<file path="src/rtl/alu_sequencer_pkg.sv">
// Shared types and constants for the ALU issue/write-back sequencer.
// Holds the FSM encoding, opcode map, ALU codes, PSW bits and RC table.
package alu_sequencer_pkg;

  localparam logic [2:0] S_IDLE = 3'd0;
  localparam logic [2:0] S_READ = 3'd1;
  localparam logic [2:0] S_EXEC = 3'd2;
  localparam logic [2:0] S_WB   = 3'd3;
  localparam logic [2:0] S_ILL  = 3'd4;

  localparam logic [3:0] FMT_ARITH = 4'b0100;

  localparam logic [3:0] OP_ADD   = 4'h0;
  localparam logic [3:0] OP_ADDC  = 4'h1;
  localparam logic [3:0] OP_SUB   = 4'h2;
  localparam logic [3:0] OP_SUBC  = 4'h3;
  localparam logic [3:0] OP_DADD  = 4'h4;
  localparam logic [3:0] OP_CMP   = 4'h5;
  localparam logic [3:0] OP_XOR   = 4'h6;
  localparam logic [3:0] OP_AND   = 4'h7;
  localparam logic [3:0] OP_OR    = 4'h8;
  localparam logic [3:0] OP_BIT   = 4'h9;
  localparam logic [3:0] OP_BIC   = 4'hA;
  localparam logic [3:0] OP_BIS   = 4'hB;
  localparam logic [3:0] OP_SHIFT = 4'hD;

  typedef enum logic [5:0] {
    ALU_ADD_W,  ALU_ADD_B,  ALU_ADDC_W, ALU_ADDC_B,
    ALU_SUB_W,  ALU_SUB_B,  ALU_SUBC_W, ALU_SUBC_B,
    ALU_DADD_W, ALU_DADD_B, ALU_CMP_W,  ALU_CMP_B,
    ALU_XOR_W,  ALU_XOR_B,  ALU_AND_W,  ALU_AND_B,
    ALU_OR_W,   ALU_OR_B,   ALU_BIT_W,  ALU_BIT_B,
    ALU_BIC_W,  ALU_BIC_B,  ALU_BIS_W,  ALU_BIS_B,
    ALU_SRA_W,  ALU_SRA_B,  ALU_RRC_W,  ALU_RRC_B
  } alu_code_e;

  localparam int PSW_V = 4;
  localparam int PSW_N = 2;
  localparam int PSW_Z = 1;
  localparam int PSW_C = 0;

  function automatic logic [15:0] rc_const(input logic [2:0] idx);
    logic [15:0] v;
    unique case (idx)
      3'd0:    v = 16'h0000;
      3'd1:    v = 16'h0001;
      3'd2:    v = 16'h0002;
      3'd3:    v = 16'h0004;
      3'd4:    v = 16'h0008;
      3'd5:    v = 16'h0010;
      3'd6:    v = 16'h0020;
      default: v = 16'hFFFF;
    endcase
    return v;
  endfunction

  function automatic logic is_legal(input logic [15:0] w);
    return (w[15:12] == FMT_ARITH) &&
           ((w[11:8] <= OP_BIS) ||
            ((w[11:8] == OP_SHIFT) && (w[5:4] == 2'b00)));
  endfunction

endpackage

</file>
<file path="src/rtl/alu_sequencer_if.sv">
// Bundle of decode, register-file and ALU signals seen by the sequencer.
// master is the sequencer side, slave the surrounding datapath.
interface alu_sequencer_if;
  logic        instr_valid;
  logic        instr_ready;
  logic [15:0] instr;
  logic [2:0]  rf_raddr_a;
  logic [2:0]  rf_raddr_b;
  logic [15:0] rf_rdata_a;
  logic [15:0] rf_rdata_b;
  logic [15:0] alu_op1;
  logic [15:0] alu_op2;
  logic [5:0]  alu_instr;
  logic        alu_opt;
  logic        alu_E;
  logic [15:0] alu_result;
  logic [15:0] alu_psw;
  logic        rf_we;
  logic [2:0]  rf_waddr;
  logic [15:0] rf_wdata;
  logic [15:0] psw;
  logic        psw_ld;
  logic [15:0] psw_ld_data;
  logic        done;
  logic        illegal;

  modport master (
    input  instr_valid, instr, rf_rdata_a, rf_rdata_b,
    input  alu_result, alu_psw, psw_ld, psw_ld_data,
    output instr_ready, rf_raddr_a, rf_raddr_b,
    output alu_op1, alu_op2, alu_instr, alu_opt, alu_E,
    output rf_we, rf_waddr, rf_wdata, psw, done, illegal
  );

  modport slave (
    output instr_valid, instr, rf_rdata_a, rf_rdata_b,
    output alu_result, alu_psw, psw_ld, psw_ld_data,
    input  instr_ready, rf_raddr_a, rf_raddr_b,
    input  alu_op1, alu_op2, alu_instr, alu_opt, alu_E,
    input  rf_we, rf_waddr, rf_wdata, psw, done, illegal
  );
endinterface

</file>
<file path="src/rtl/alu_sequencer_decode.sv">
// Combinational decode of the latched instruction into ALU controls.
// ir[2:0] is the destination and is consumed by the top directly.
module alu_sequencer_decode
  import alu_sequencer_pkg::*;
(
  input  logic [15:3] ir,
  output logic        legal,
  output logic [5:0]  alu_instr,
  output logic        use_const,
  output logic [15:0] const_val,
  output logic        wb_en
);

  logic fmt_ok;
  logic is_arith;
  logic is_shift;

  assign fmt_ok   = (ir[15:12] == FMT_ARITH);
  assign is_arith = fmt_ok && (ir[11:8] <= OP_BIS);
  assign is_shift = fmt_ok && (ir[11:8] == OP_SHIFT) &&
                    (ir[5:4] == 2'b00);

  always_comb begin
    legal     = 1'b0;
    alu_instr = '0;
    use_const = ir[7];
    const_val = rc_const(ir[5:3]);
    wb_en     = 1'b0;
    unique case (1'b1)
      is_arith: begin
        legal     = 1'b1;
        alu_instr = {ir[11:8], ir[6]};
        wb_en     = !((ir[11:8] == OP_CMP) ||
                      (ir[11:8] == OP_BIT));
      end
      is_shift: begin
        // single-operand shifts see a zero source operand
        legal     = 1'b1;
        alu_instr = ALU_SRA_W | {4'b0000, ir[3], ir[6]};
        use_const = 1'b1;
        const_val = '0;
        wb_en     = 1'b1;
      end
      default: ;
    endcase
  end

endmodule

</file>
<file path="src/rtl/alu_sequencer.sv">
// Four-cycle issue/write-back controller: READ, EXEC, WB per instruction.
// Operands and ALU outputs are captured once each; psw_ld wins over WB.
module alu_sequencer
  import alu_sequencer_pkg::*;
(
  input  logic            clk,
  input  logic            rst,
  alu_sequencer_if.master bus
);

  logic [2:0]  state_q, state_d;
  logic [15:0] ir_q, ir_d;
  logic [15:0] src_q, src_d;
  logic [15:0] dst_q, dst_d;
  logic [15:0] res_q, res_d;
  logic [15:0] npsw_q, npsw_d;
  logic [15:0] psw_q, psw_d;

  logic        dec_legal;
  logic [5:0]  dec_instr;
  logic        dec_use_const;
  logic [15:0] dec_const;
  logic        dec_wb_en;
  logic        wb_fire;

  alu_sequencer_decode u_decode (
    .ir        (ir_q[15:3]),
    .legal     (dec_legal),
    .alu_instr (dec_instr),
    .use_const (dec_use_const),
    .const_val (dec_const),
    .wb_en     (dec_wb_en)
  );

  assign wb_fire = (state_q == S_WB) && dec_legal;

  always_comb begin
    state_d = state_q;
    ir_d    = ir_q;
    src_d   = src_q;
    dst_d   = dst_q;
    res_d   = res_q;
    npsw_d  = npsw_q;
    psw_d   = psw_q;
    unique case (state_q)
      S_IDLE: begin
        if (bus.instr_valid) begin
          ir_d    = bus.instr;
          state_d = is_legal(bus.instr) ? S_READ : S_ILL;
        end
      end
      S_READ: begin
        src_d   = bus.rf_rdata_a;
        dst_d   = bus.rf_rdata_b;
        state_d = S_EXEC;
      end
      S_EXEC: begin
        res_d   = bus.alu_result;
        npsw_d  = bus.alu_psw;
        state_d = S_WB;
      end
      S_WB: begin
        if (wb_fire) psw_d = npsw_q;
        state_d = S_IDLE;
      end
      S_ILL:   state_d = S_IDLE;
      default: state_d = S_IDLE;
    endcase
    if (bus.psw_ld) psw_d = bus.psw_ld_data;
  end

  always_ff @(posedge clk) begin
    if (rst) begin
      state_q <= S_IDLE;
      ir_q    <= '0;
      src_q   <= '0;
      dst_q   <= '0;
      res_q   <= '0;
      npsw_q  <= '0;
      psw_q   <= '0;
    end else begin
      state_q <= state_d;
      ir_q    <= ir_d;
      src_q   <= src_d;
      dst_q   <= dst_d;
      res_q   <= res_d;
      npsw_q  <= npsw_d;
      psw_q   <= psw_d;
    end
  end

  assign bus.instr_ready = (state_q == S_IDLE);
  assign bus.rf_raddr_a  = ir_q[5:3];
  assign bus.rf_raddr_b  = ir_q[2:0];
  assign bus.alu_op1     = dst_q;
  assign bus.alu_op2     = dec_use_const ? dec_const : src_q;
  assign bus.alu_instr   = dec_instr;
  assign bus.alu_opt     = 1'b1;
  assign bus.alu_E       = (state_q == S_EXEC);
  assign bus.rf_we       = wb_fire && dec_wb_en;
  assign bus.rf_waddr    = ir_q[2:0];
  assign bus.rf_wdata    = res_q;
  assign bus.psw         = psw_q;
  assign bus.done        = (state_q == S_WB);
  assign bus.illegal     = (state_q == S_ILL);

endmodule

</file>
<file path="src/flat_wrapper.sv">
// flat-port wrapper written by rule: the top's interface ports become plain ports
module alu_sequencer_flat import alu_sequencer_pkg::*;
  (clk, rst, bus_instr_valid, bus_instr, bus_rf_rdata_a, bus_rf_rdata_b, bus_alu_result, bus_alu_psw, bus_psw_ld, bus_psw_ld_data, bus_instr_ready, bus_rf_raddr_a, bus_rf_raddr_b, bus_alu_op1, bus_alu_op2, bus_alu_instr, bus_alu_opt, bus_alu_E, bus_rf_we, bus_rf_waddr, bus_rf_wdata, bus_psw, bus_done, bus_illegal);
  alu_sequencer_if bus_i ();
  input  logic clk;
  input  logic rst;
  input wire logic [$bits(bus_i.instr_valid)-1:0] bus_instr_valid;
  input wire logic [$bits(bus_i.instr)-1:0] bus_instr;
  input wire logic [$bits(bus_i.rf_rdata_a)-1:0] bus_rf_rdata_a;
  input wire logic [$bits(bus_i.rf_rdata_b)-1:0] bus_rf_rdata_b;
  input wire logic [$bits(bus_i.alu_result)-1:0] bus_alu_result;
  input wire logic [$bits(bus_i.alu_psw)-1:0] bus_alu_psw;
  input wire logic [$bits(bus_i.psw_ld)-1:0] bus_psw_ld;
  input wire logic [$bits(bus_i.psw_ld_data)-1:0] bus_psw_ld_data;
  output wire logic [$bits(bus_i.instr_ready)-1:0] bus_instr_ready;
  output wire logic [$bits(bus_i.rf_raddr_a)-1:0] bus_rf_raddr_a;
  output wire logic [$bits(bus_i.rf_raddr_b)-1:0] bus_rf_raddr_b;
  output wire logic [$bits(bus_i.alu_op1)-1:0] bus_alu_op1;
  output wire logic [$bits(bus_i.alu_op2)-1:0] bus_alu_op2;
  output wire logic [$bits(bus_i.alu_instr)-1:0] bus_alu_instr;
  output wire logic [$bits(bus_i.alu_opt)-1:0] bus_alu_opt;
  output wire logic [$bits(bus_i.alu_E)-1:0] bus_alu_E;
  output wire logic [$bits(bus_i.rf_we)-1:0] bus_rf_we;
  output wire logic [$bits(bus_i.rf_waddr)-1:0] bus_rf_waddr;
  output wire logic [$bits(bus_i.rf_wdata)-1:0] bus_rf_wdata;
  output wire logic [$bits(bus_i.psw)-1:0] bus_psw;
  output wire logic [$bits(bus_i.done)-1:0] bus_done;
  output wire logic [$bits(bus_i.illegal)-1:0] bus_illegal;
  assign bus_i.instr_valid = bus_instr_valid;
  assign bus_i.instr = bus_instr;
  assign bus_i.rf_rdata_a = bus_rf_rdata_a;
  assign bus_i.rf_rdata_b = bus_rf_rdata_b;
  assign bus_i.alu_result = bus_alu_result;
  assign bus_i.alu_psw = bus_alu_psw;
  assign bus_i.psw_ld = bus_psw_ld;
  assign bus_i.psw_ld_data = bus_psw_ld_data;
  assign bus_instr_ready = bus_i.instr_ready;
  assign bus_rf_raddr_a = bus_i.rf_raddr_a;
  assign bus_rf_raddr_b = bus_i.rf_raddr_b;
  assign bus_alu_op1 = bus_i.alu_op1;
  assign bus_alu_op2 = bus_i.alu_op2;
  assign bus_alu_instr = bus_i.alu_instr;
  assign bus_alu_opt = bus_i.alu_opt;
  assign bus_alu_E = bus_i.alu_E;
  assign bus_rf_we = bus_i.rf_we;
  assign bus_rf_waddr = bus_i.rf_waddr;
  assign bus_rf_wdata = bus_i.rf_wdata;
  assign bus_psw = bus_i.psw;
  assign bus_done = bus_i.done;
  assign bus_illegal = bus_i.illegal;
  alu_sequencer u_core (.clk(clk), .rst(rst), .bus(bus_i));
endmodule
</file>
<file path="config.mk">
export PLATFORM = sky130hd
export DESIGN_NAME = alu_sequencer_flat
export DESIGN_NICKNAME = d
export VERILOG_FILES = /design/src/rtl/alu_sequencer_pkg.sv /design/src/rtl/alu_sequencer_if.sv /design/src/rtl/alu_sequencer_decode.sv /design/src/rtl/alu_sequencer.sv /design/src/flat_wrapper.sv
export SDC_FILE = /design/constraint.sdc
export NUM_CORES = 1
export LEC_CHECK = 0
export CELL_PAD_IN_SITES_DETAIL_PLACEMENT = 0
export CELL_PAD_IN_SITES_GLOBAL_PLACEMENT = 1
export CORE_MARGIN = 2
export CORE_UTILIZATION = 25
export CTS_BUF_LIST = sky130_fd_sc_hd__clkbuf_2 sky130_fd_sc_hd__clkbuf_4 sky130_fd_sc_hd__clkbuf_8
export DETAILED_ROUTE_END_ITERATION = 6
export GPL_TIMING_DRIVEN = 1
export PLACE_DENSITY = 0.71
export SYNTH_ARGS = -nofsm -noshare
export SYNTH_HDL_FRONTEND = slang
export SYNTH_HIERARCHICAL = 1
export SYNTH_SLANG_ARGS = --single-unit
</file>
<file path="constraint.sdc">
create_clock -name clk -period 4.95 [get_ports clk]
set_input_delay 0.99 -clock clk [delete_from_list [all_inputs] [get_ports clk]]
set_output_delay 0.99 -clock clk [all_outputs]
set_load 0.02 [all_outputs]
</file>
Word-level counts from Yosys, hierarchy flattened
Index checks and enable logic that the tools add are counted.
Cells by class
  $lt $le $gt $ge: 2
  equality and inequality tests: 17
  mux-type cells: 13
  reductions and logical operators: 19
Operators with widths (number)
  $pmux W16 S7: 1
  $mux W16: 5
  $eq A3 B2 Y1 const B: 4
  $eq A3 B3 Y1 const B: 4
  $eq A4 B3 Y1 const B: 3
  $eq A4 B4 Y1 const B: 3
  $pmux W5 S2: 1
  $pmux W3 S3: 1
  $le A4 B4 Y1 const B: 2
  $logic_and A1 B1 Y1: 7
  $eq A3 B1 Y1 const B: 2
  $logic_not A3 Y1: 2
  $mux W3: 2
  $logic_not A2 Y1: 2
  $reduce_and A2 Y1: 2
  $reduce_bool A2 Y1: 2
  $logic_or A1 B1 Y1: 2
  $mux W1: 2
  $ne A2 B2 Y1 const B: 1
  $pmux W1 S2: 1
  $reduce_or A2 Y1: 1
  $logic_not A1 Y1: 1
Storage, ports and cells
  register bits after elaboration: 99
  input port bits: 100
  output and inout port bits: 85
  logic and storage cells: 58

Longest topological paths before layout
Gate-level depths: netlist of the first run.
  depth in word-level cells: 9
  depth in mapped cells: 7
  gate-level depth less buffers: 5

Cells and area by module
The synthesis of the first run kept the hierarchy.
Modules (own cells, without submodules)
  alu_sequencer: instances 1, cells each 493, area each 4050.1 sq um, sequential area each 1981.9 sq um
  alu_sequencer_decode: instances 1, cells each 40, area each 280.3 sq um, sequential area each 0.0 sq um

Least setup slack after synthesis of the first run
No wires, ideal clock.
  path kind: register to output
  from: register u_core.ir_q[5]
  to: output bus_alu_op2[10]
  data arrival time: 2.022 ns
  data required time: 3.960 ns
  setup slack: 1.938 ns
  stages on the path, launching flop included: 7
  buffers on the path: 2
  path through: dfxtp_1 -> or4b_4 -> nor2_2 -> a21o_1 -> clkbuf_1 -> buf_2 -> mux2_2
Between the ends
  longest elaborated chain between the ends: 4
  elaborated cells between the ends (all ways): 13
  those cells by class: eq/ne (6); mux (4); reduce/logical (3)
Ends and longest elaborated chain
  start, declared: RTL line alu_sequencer.sv:12  | logic [15:0] ir_q, ir_d;
  start signal, assigned: RTL line alu_sequencer.sv:83  | ir_q <= ir_d;
  $logic_not A2 Y1: RTL line alu_sequencer_decode.sv:21  | (ir[5:4] == 2'b00);
  $logic_and A1 B1 Y1: RTL line alu_sequencer_decode.sv:20  | assign is_shift = fmt_ok && (ir[11:8] == OP_SHIFT) &&
  $mux W1: RTL line alu_sequencer_decode.sv:29  | unique case (1'b1)
  net u_core.dec_use_const: RTL line alu_sequencer.sv:21  | logic dec_use_const;
  $mux W16: RTL line alu_sequencer.sv:96  | assign bus.alu_op2 = dec_use_const ? dec_const : src_q;
  end, declared: RTL line flat_wrapper.sv:19  | output wire logic [$bits(bus_i.alu_op2)-1:0] bus_alu_op2;
The timed path passes the listed nets, and every way through them passes these cells.

Final worst setup path of the first run
  from: register u_core.ir_q[5]
  to: output bus_alu_op2[6]
The elaborated chain is that of the path after synthesis.

==> results of run 1 <==
## worst max-delay path, delay by kind of cell (launching register included)
kind	cells	cell delay, ns
flops	1	0.40
simple gates	2	0.73
mux	1	0.41
compound gates	1	0.55
buf+inv	1	0.54
## registers in the layout (all words and copies together) (netlist names)
| signal | count |
|---|---|
| u_core/ir_q | 16 |
| u_core/npsw_q | 16 |
| u_core/bus.psw | 16 |
| u_core/bus.alu_op1 | 16 |
| u_core/state_q | 3 |
| u_core/bus.rf_wdata | 16 |
| u_core/src_q | 16 |
## area by class of cell
cell class / instances / area [sq um]
timing repair buffer: 185 / 1840
tap: 225 / 282
multi-input combinational: 354 / 1910
fill: 1752 / 10800
inverter: 19 / 71.3
sequential: 99 / 1980
clock buffer: 9 / 124
clock inverter: 7 / 60.1
## cell families after synthesis
logic type | Yosys count | share of synthesized area
AO/OA/AOI/OAI | 109 | 0.153
XOR/XNOR | 2 | 0.00405
buffers and inverters | 80 | 0.102
flip-flops | 99 | 0.458
multiplexers | 16 | 0.0416
other | 2 | 0.00173
AND/OR/NAND/NOR | 225 | 0.240
## final timing paths
check                  from                end  slack (ns)  cells past startpoint
max          u_core/ir_q[5]     bus_alu_op2[6]        0.95                      5
min          u_core/ir_q[6]     u_core/ir_q[6]        0.46                      2
max reg2reg  u_core/ir_q[5]  u_core/bus.psw[1]        2.57                      5
min reg2reg  u_core/ir_q[6]     u_core/ir_q[6]        0.46                      2
## metal layers
| metal | up-vias | share of wire | global-route usage |
|---|---|---|---|
| li1 | 2029 | - | - |
| met1 | 1859 | 0.44 | 0.173 |
| met2 | 113 | 0.48 | 0.235 |
| met3 | 8 | 0.069 | 0.0475 |
| met4 | 0 | 0.011 | 0.0307 |
| met5 | - | 0 | 0 |
## power groups by stage
| stage | Combinational [W] | Clock [W] | Sequential [W] |
|---|---|---|---|
| finish | 0.000230 | 0.000500 | 0.000838 |
| global placement | 0.000230 | 0 | 0.000855 |
| CTS | 0.000232 | 0.000532 | 0.000838 |
| detailed placement | 0.000231 | 0 | 0.000857 |
| floorplan | 0.0000996 | 0 | 0.000864 |
| global route | 0.000249 | 0.000556 | 0.000842 |
## stage by stage
step           hold slack [ns]  total power, W
2_1_floorplan            0.432        0.000963
3_3_place_gp             0.443         0.00108
3_5_place_dp             0.446         0.00109
4_1_cts                  0.462         0.00160
5_1_grt                  0.483         0.00165
6_report                 0.460         0.00157
## cell usage after synthesis, drive strengths merged
| cell | n | area, sq um |
|---|---|---|
| a21oi | 83 | 415 |
| clkbuf | 20 | 75.1 |
| o211ai | 1 | 7.51 |
| nor4b | 5 | 73.8 |
| a2111oi | 17 | 180 |
| or3b | 2 | 17.5 |
| xnor2 | 2 | 17.5 |
| a22oi | 1 | 7.51 |
| buf | 41 | 297 |
| nand4b | 1 | 15.0 |
| o31a | 1 | 8.76 |
| o21ai | 1 | 5.00 |
| nor2b | 1 | 6.26 |
| or4b | 2 | 27.5 |
| nand2 | 164 | 616 |
| and3 | 2 | 13.8 |
| o21a | 4 | 30.0 |
| mux2 | 16 | 180 |
| inv | 19 | 71.3 |
| nor3b | 3 | 27.5 |
| and4b | 1 | 10.0 |
| a21o | 1 | 7.51 |
| nor3 | 35 | 180 |
| nor2 | 4 | 17.5 |
| and2 | 5 | 33.8 |
| dfxtp | 99 | 1980 |
| conb | 2 | 7.51 |
==> impl_metrics.env, run 1 <==
export IMPL_avgRoutedWirePerCell_um=14.4
export IMPL_gp_congestion=0.744
export IMPL_final_common_cell="clkdlybuf4s50_1"
export IMPL_dp_hpwl_um=9240
export IMPL_viasPerCell=4.46
export IMPL_layout_common_cells="clkdlybuf4s50_1, nand2_1, dfxtp_1, a21oi_1, nor3_1"
export IMPL_p_int_w=0.00114
export IMPL_syn_nets=633
export IMPL_path_clk_slew_ns=0.10
export IMPL_netlist_area_sq_um=4330
export IMPL_io_pins=185
export IMPL_postCtsResizedCells=0
export IMPL_maxSlewViolCount=0
export IMPL_antenna_found_initial=0
export IMPL_fmax_ghz=0.250
export IMPL_path_cells="or4b_4 -> nor2_2 -> a21o_1 -> mux2_2 -> clkdlybuf4s50_1"
export IMPL_cts_setup_buffers=0
export IMPL_cp_data_required_time_ns=3.96
export IMPL_utilization=0.366
export IMPL_drv_cap=0
export IMPL_htree_levels=3
export IMPL_grt_overflow_total=0
export IMPL_synth_cell_type_count=38
export IMPL_final_cell_area_sq_um=6270
export IMPL_finalSetupViolCount=0
export IMPL_die_height_um=136
export IMPL_status="finished clean"
export IMPL_hp_class="flip-flop to flip-flop"
export IMPL_stdcell_count=898
export IMPL_cp_max_fo=16
export IMPL_min_period_over_period=0.808
export IMPL_port_buffers=182
export IMPL_setup_tns_ns=0
export IMPL_cts_tree="done"
export IMPL_dp_cells=882
export IMPL_grt_pass1_vias=3914
export IMPL_vdd_ir_drop_worst_v=0.000153
export IMPL_final_hold_violation_count=0
export IMPL_first_pass_iters=5
export IMPL_initial_core_util=0.253
export IMPL_combPwrFrac=0.147
export IMPL_rsz0062_at_grt="no"
export IMPL_leakagePower_nw=2.16
export IMPL_worst_slew_pin_slew_ns=1.23
export IMPL_diodes=0
export IMPL_crit_slowest_cell="or4b_4"
export IMPL_core_sq_um=17100
export IMPL_pwr_share_clk=0.319
export IMPL_grt_pass1_wl_um=20400
export IMPL_end_kind="output port"
export IMPL_drc=0
export IMPL_ys_warn_count=6
export IMPL_slew_headroom=0.181
export IMPL_nNetsFinal=768
export IMPL_via_count=4009
export IMPL_fin_ws_ns=0.949
export IMPL_p_per_area_nw_per_um2=250
export IMPL_area_growth_pct=44.8
export IMPL_worstSkewPairLatency_ns=0.37
export IMPL_fp_dieW_um=136
export IMPL_p_sw_w=0.000428
export IMPL_cts_root_buf="clkbuf_8"
export IMPL_ys_seq_area_frac=0.458
export IMPL_postPlaceCellArea_sq_um=6090
export IMPL_slowest_delay_ns=0.59
export IMPL_clockBufferDepth=2
export IMPL_start_kind="flip-flop"
export IMPL_dieArea_sq_um=18400
export IMPL_ctsHoldBuffers=0
export IMPL_dp_slack_ns=1.33
export IMPL_grt_max_degree=100
export IMPL_power_frac_seq=0.534
export IMPL_syn_inst=533
export IMPL_synth_seq_cells=99
export IMPL_cts_num_sinks=99
export IMPL_setup_worst_path_class="flip-flop to output port"
export IMPL_swShare=0.273
export IMPL_syn_avg_cell_area_sq_um=8.12
export IMPL_drtIter0Drc=203
export IMPL_grt_use_total=0.140
export IMPL_fin_crit_ns=4.00
export IMPL_arrival_ns=3.01
export IMPL_finalWirelength_um=12900
export IMPL_cts_made_buffers=9
export IMPL_ant_nets=0
export IMPL_skew_ns=0.00757
export IMPL_drive_above_1_share=0.0773
export IMPL_rows=48
No activity file was read; power rests on OpenSTA's default activity.
==> run 2, diff against run 1 <==
Clock period 4.95 ns to 4.1 ns, I/O delays scaled along.
==> impl_metrics.env, run 2 (synthesis gave the netlist of run 1 again) <==
export IMPL_status="finished clean"
export IMPL_antenna_found_initial=0
export IMPL_hp_start="u_core/ir_q[6]"
export IMPL_area_growth_pct=45.2
export IMPL_r2r_cells=5
export IMPL_worstSkewPairLatency_ns=0.36
export IMPL_fmax_ghz=0.259
export IMPL_vdd_ir_drop_worst_v=0.000132
export IMPL_postCtsResizedCells=0
export IMPL_worst_slew_pin_slew_ns=1.19
export IMPL_clockBufferDepth=2
export IMPL_core_sq_um=17100
export IMPL_cts_root_buf="clkbuf_8"
export IMPL_cp_data_required_time_ns=3.28
export IMPL_final_common_cell="clkdlybuf4s50_1"
export IMPL_fin_crit_ns=3.86
export IMPL_ctsHoldBuffers=0
export IMPL_hp_class="flip-flop to flip-flop"
export IMPL_final_cell_area_sq_um=6290
export IMPL_min_path_cells=2
export IMPL_viasPerCell=4.45
export IMPL_p_total_w=0.00191
export IMPL_initial_core_util=0.253
export IMPL_finalSetupViolCount=0
export IMPL_htree_levels=3
export IMPL_grt_pass1_wl_um=19800
export IMPL_grt_overflow_total=0
export IMPL_multi_input_area_sq_um=1910
export IMPL_cts_tree="done"
export IMPL_setup_worst_path_class="flip-flop to output port"
export IMPL_crit_slowest_cell="or4b_4"
export IMPL_path_clk_slew_ns=0.09
export IMPL_fillCellCount=1754
export IMPL_crit_buf_inv=1
export IMPL_rows=48
export IMPL_avgRoutedWirePerCell_um=14.3
export IMPL_drv_cap=0
export IMPL_rsz0062_at_grt="no"
export IMPL_final_hold_violation_count=0
export IMPL_start_kind="flip-flop"
export IMPL_cts_setup_buffers=0
export IMPL_ff2ff_setup_slack_ns=1.91
export IMPL_layout_common_cells="clkdlybuf4s50_1, nand2_1, dfxtp_1, a21oi_1, nor3_1"
export IMPL_min_period_over_period=0.942
export IMPL_gp_congestion=0.794
export IMPL_slowest_delay_ns=0.60
export IMPL_leakagePower_nw=2.18
export IMPL_grt_max_degree=100
export IMPL_finalWirelength_um=12800
export IMPL_cts_num_sinks=99
export IMPL_skew_ns=0.00676
export IMPL_min_to="u_core/ir_q[6]"
export IMPL_grt_pass1_vias=3894
export IMPL_reg2reg_from="u_core/ir_q[5]"
export IMPL_slew_headroom=0.209
export IMPL_dp_hpwl_um=9010
export IMPL_via_count=4000
export IMPL_end_kind="output port"
export IMPL_die_height_um=136
export IMPL_dieArea_sq_um=18400
export IMPL_setup_tns_ns=0
export IMPL_critPathLaunch="u_core/ir_q[5]"
export IMPL_drc=0
export IMPL_reg2reg_to="u_core/bus.psw[11]"
export IMPL_diodes=0
export IMPL_seq_area_sq_um=1980
export IMPL_maxSlewViolCount=0
export IMPL_drive_above_1_share=0.0773
export IMPL_nNetsFinal=770
export IMPL_first_pass_iters=5
export IMPL_arrival_ns=3.04
export IMPL_io_pins=185
export IMPL_path_delay_family="simple AND/OR/NAND/NOR gates"
export IMPL_grt_use_total=0.137
export IMPL_ant_nets=0
export IMPL_drtIter0Drc=142
export IMPL_cp_max_fo=16
export IMPL_postPlaceCellArea_sq_um=6100
export IMPL_path_cells="or4b_4 -> nor2_2 -> a21o_1 -> mux2_2 -> clkdlybuf4s50_1"
export IMPL_cts_made_buffers=9
export IMPL_port_buffers=182
export IMPL_fp_dieW_um=136
export IMPL_p_per_area_nw_per_um2=304
run 2: cell count changes in the layout (fill, tap and decap cells not counted):
cell	previous run	this run
clkbuf_4	0	1
clkinv_2	1	2
clkinv_4	3	0
inv_8	1	0
clkbuf_8	9	10
buf_4	4	6
bufinv_16	0	1
inv_6	2	0
run 2: power breakdown:
part | internal (W) | switching [W]
Sequential | 0.000987 | 0.0000235
Clock | 0.000298 | 0.000326
Combinational | 0.000157 | 0.000119
run 2: how the worst max path moves through the flow:
stage                                 end  cells past startpoint
final                      bus_alu_op2[5]                      5
after global routing      bus_alu_op2[12]                      5
after CTS                 bus_alu_op2[11]                      5
after detailed placement   bus_alu_op2[4]                      5
after global placement    bus_alu_op2[11]                      5
after floorplan           bus_alu_op2[10]                      6
run 2: worst register-to-register path, cell delays in order (launching register included):
cell       delay [ns]
dfxtp_1          0.41
nor4b_1          0.51
o21a_1           0.26
nand4b_2         0.41
nor3_1           0.38
a2111oi_2        0.06
run 2: final cells by class:
type                            instances  area share
Clock buffer                           11      0.0231
Clock inverter                          3     0.00637
Inverter                               19      0.0113
Tap cell                              225      0.0448
Sequential cell                        99       0.315
Multi-Input combinational cell        354       0.304
Timing Repair Buffer                  187       0.295
run 2: through the flow:
step                setup slack (ns)  utilization  cells  hold slack (ns)
global placement               0.739        0.357    884            0.442
floorplan                       1.26            -    533            0.432
finish                         0.239        0.367    898            0.457
CTS                            0.215        0.367    898            0.461
detailed placement             0.654        0.357    884            0.447
global route                  0.0841        0.367    898            0.473
run 2: per-layer routing:
layer  global-route usage  share of wire
met2                0.230           0.48
met1                0.166           0.44
met5                    0              0
met4               0.0584          0.019
met3               0.0359          0.063
==> variant 1, RTL diff (config.mk and constraints of run 2) <==
`ir_q` and `res_q` no longer have a reset.
--- a/src/rtl/alu_sequencer.sv
+++ b/src/rtl/alu_sequencer.sv
@@ -74,6 +74,4 @@
       state_q <= S_IDLE;
-      ir_q    <= '0;
       src_q   <= '0;
       dst_q   <= '0;
-      res_q   <= '0;
       npsw_q  <= '0;
@@ -82,6 +80,4 @@
       state_q <= state_d;
-      ir_q    <= ir_d;
       src_q   <= src_d;
       dst_q   <= dst_d;
-      res_q   <= res_d;
       npsw_q  <= npsw_d;
@@ -89,2 +85,7 @@
     end
+  end
+
+  always_ff @(posedge clk) begin
+    ir_q  <= ir_d;
+    res_q <= res_d;
   end
Check against the original RTL: not equivalent (a bounded check fails within 4 cycles, from zero or initial values and one cycle with rst high).
==> variant 1 against run 2 <==
Die area is 2.9% lower. Area after synthesis is 3.0% lower. Clock skew is 5.9 ps higher. Sequential cell count stayed put. Non-clock buffer count is 2 lower. Via count is 12% lower. Sequential power is 5% higher. Design area is 1.5% lower. Count of clock-buffer cells in the layout is 2 lower. Worst hold slack better by 1.9 ps. Total power is 2.0% higher. Setup slack worse by 110 ps. Routed wire length is 9.7% lower. Largest power group unchanged. Highest routed layer unchanged.
==> variant 1: results (changes against run 2) <==
* Vias per cell at 4.43 (was 4.45)
* Dpl cells at 779 (was 884)
* Routed vias at 3,522 (was 4,000)
* Detailed placer's ending HPWL at 8180 µm (was 9010 µm)
* Critical R2R Capture: u_core/bus.psw[7] (was u_core/bus.psw[11])
* Post-synthesis xor/xnor area fraction at 0.417% (was 0.405%)
* Detailed Route WL at 11,600 µm (was 12,800 µm)
* Total iterations of the first detailed-routing run at 4 (was 5)
* Status: complete, no violations (unchanged)
* Clock skew at 12.6 ps (was 6.76 ps)
* Synth Area in Compound Gates at 13.2% (was 15.3%)
* Synthesized area per cell at 9.93 µm² (was 8.12 µm²)
* Largest net degree at the start of global routing at 49 (was 100)
* Final layout net count at 670 (was 770)
* Yosys cell types at 41 (was 38)
* Origin of the worst min-delay path: u_core/src_q[13] (was u_core/ir_q[6])
* Crit. Startpoint: u_core/ir_q[5] (unchanged)
* Top post-synthesis cells by area: dfxtp_1 (32%), edfxtp_1 (23%), nand2_1 (8.9%) (was dfxtp_1 (46%), nand2_1 (14%), a21oi_1 (9.6%))
* Dpl cell area at 6020 µm² (was 6100 µm²)
* Sequential share of the synthesized area at 54.8% (was 45.8%)
* Synth cell count leaders: nand2_1 (100), dfxtp_1 (67), a21oi_1 (42) (was nand2_1 (164), dfxtp_1 (99), a21oi_1 (83))
* Slew margin rel. at 15.6% (was 20.9%)
* Layout cells sized above 1 at 11.1% (was 7.73%)
* Worst skew pair latency at 380 ps (was 360 ps)
* First-pass GRT wire length at 17,900 µm (was 19,800 µm)
==> variant 1: area by class of cell <==
class                           instances  share of cell area, %
Timing Repair Buffer                  185                   29.6
Inverter                               18                   1.17
Multi-Input combinational cell        257                   24.7
Clock buffer                            9                   2.00
Sequential cell                        99                   37.2
Clock inverter                          7                  0.909
Tap cell                              220                   4.44
==> variant 1: cells by family after synthesis <==
| family | count (synthesis) |
|---|---|
| AO/OA/AOI/OAI | 76 |
| XOR/XNOR | 2 |
| buffers and inverters | 67 |
| flip-flops | 99 |
| multiplexers | 16 |
| other | 2 |
| AND/OR/NAND/NOR | 161 |
==> variant 1: worst max path at each step <==
stage	endpoint	slack, ps	cells after the start
2_1_floorplan	bus_alu_op2[10]	1140	6
3_3_place_gp	bus_alu_op2[14]	680	5
3_5_place_dp	bus_alu_op2[2]	560	5
4_1_cts	bus_alu_op2[10]	120	5
5_1_grt	bus_alu_op2[0]	20	5
6_report	bus_alu_op2[11]	130	5
==> variant 1: layer usage <==
layer  wire (µm)  vias to the layer above  part of all wire, %
met3         664                       14                  5.7
li1            -                     1723                    -
met5           0                        -                    0
met4         191                        0                  1.6
met2        5430                      121                   47
met1        5320                     1664                   46
==> variant 1: power groups by stage <==
stage | clock network (mW) | registers (mW) | logic [mW]
floorplan | 0 | 1.09 | 0.115
global placement | 0 | 1.08 | 0.280
detailed placement | 0 | 1.08 | 0.282
CTS | 0.638 | 1.06 | 0.284
global route | 0.680 | 1.06 | 0.299
finish | 0.608 | 1.06 | 0.281
==> variant 1: tightest hold or removal path, stage by stage, from the launching register on <==
cell and delay [ps]:
dfxtp_1 320, nand2_1 50, a21oi_1 50
==> variant 2, RTL diff (settings of run 2) <==
Without the edit above. Make the reset (`rst`) asynchronous in one clocked block.
--- a/src/rtl/alu_sequencer.sv
+++ b/src/rtl/alu_sequencer.sv
@@ -71,3 +71,3 @@
 
-  always_ff @(posedge clk) begin
+  always_ff @(posedge clk or posedge rst) begin
     if (rst) begin
Check against the original RTL: differs if rst is asserted again (counterexample within 4 cycles, from zero or initial values and one cycle with rst high); with rst held inactive, the same outputs for 10 cycles.
==> variant 2 against run 2 <==
Clock skew grew 8.1 ps. Routed wire length decreased by 11%. Design area is 5.1% higher. Area after synthesis increased by 4.7%. Sequential cell count is the same. Setup slack got worse by 75 ps. Highest routed layer unchanged.
Power is not compared: it rests on default switching activity, and its combinational part moved more than twofold at a synthesized area within 25%.
==> variant 2: results (changes against run 2) <==
* Total iterations of the first detailed-routing run at 4 (was 5)
* Syn nets at 427 (was 633)
* DR WL met2 at 5340 µm (was 6170 µm)
* Post-synth ARST share at 100% (was 0%)
* Synthesized area per cell at 13.9 µm² (was 8.12 µm²)
* Detailed placer's ending HPWL at 8230 µm (was 9010 µm)
* Met1 usage at 14.1% (was 16.6%)
* Worst-path fanout max at 16 (unchanged)
* Largest net degree at the start of global routing at 60 (was 100)
* Yosys cell types at 40 (was 38)
* CP max stage cell: or4b_4 (unchanged)
* Total track usage at 12.2% (was 13.7%)
* Starting DRC count in detailed routing at 66 (was 142)
* Layout cells sized above 1 at 26.9% (was 7.73%)
* Status: complete, no violations (unchanged)
* Vias in the first global route at 3,437 (was 3,894)
* Grt met2 use at 19.5% (was 23.0%)
* Detailed Route WL at 11,400 µm (was 12,800 µm)
* Clock skew at 14.9 ps (was 6.76 ps)
* Dpl cells at 707 (was 884)
* Top_reg_cell synth: dfrtp_1 (was dfxtp_1)
* Arr. time, crit path at 3120 ps (was 3040 ps)
* Worst Tran Pin Value at 958 ps (was 1190 ps)
* WL met3 at 1160 µm (was 808 µm)
* Cell Count, Final, Fillers Out at 723 (was 898)
* Sequential share of the synthesized area at 54.7% (was 45.8%)
* Core area at 17,900 µm² (was 17,100 µm²)
* GPL Wtd Cong at 0.742 (was 0.794)
* Synth cell count leaders: dfrtp_1 (99), mux2_2 (87), buf_4 (27) (was nand2_1 (164), dfxtp_1 (99), a21oi_1 (83))
* Dpl ws at 566 ps (was 654 ps)
* Final layout net count at 589 (was 770)
* M3 GR Usage at 5.90% (was 3.59%)
* First-pass GRT wire length at 18,400 µm (was 19,800 µm)
* Top post-synthesis cells by area: dfrtp_1 (55%), mux2_2 (22%), buf_4 (4.5%) (was dfxtp_1 (46%), nand2_1 (14%), a21oi_1 (9.6%))
* Dpl cell area at 6420 µm² (was 6100 µm²)
* DRT met1 WL at 4620 µm (was 5630 µm)
* Tot Pwr at 4.68 mW
* Multiplexer share of the synthesized area at 28.1% (was 4.16%)
* Antenna diodes at 0 (unchanged)
* Synth Area in Compound Gates at 3.67% (was 15.3%)
* Vias per cell at 4.35 (was 4.45)
* Worst skew pair latency at 390 ps (was 360 ps)
* Post-synthesis xor/xnor area fraction at 0.193% (was 0.405%)
==> variant 2: path summary, 6_finish.rpt <==
kind,from,end,slack [ps],cells after the start
max,u_core/ir_q[5],bus_alu_op2[6],160,5
min,u_core/src_q[7],u_core/src_q[7],510,1
max reg2reg,u_core/ir_q[5],u_core/bus.psw[11],2100,6
min reg2reg,u_core/src_q[7],u_core/src_q[7],510,1
max in group asynchronous,rst,u_core/src_q[6],2410,3
min in group asynchronous,rst,u_core/bus.rf_wdata[1],900,2
==> variant 2: kinds of logic after synthesis <==
logic type | Yosys count
mux | 112
other cells | 2
xor+xnor | 1
flops | 99
simple gates | 46
buf+inv | 39
compound gates | 28
==> variant 2: area by class of cell <==
| class | instances | area (µm²) |
|---|---|---|
| timing repair buffer | 188 | 1870 |
| fill | 1755 | 11300 |
| multi-input combinational | 189 | 1780 |
| sequential | 99 | 2480 |
| inverter | 2 | 10.0 |
| clock buffer | 10 | 138 |
| clock inverter | 6 | 56.3 |
| tap | 229 | 287 |
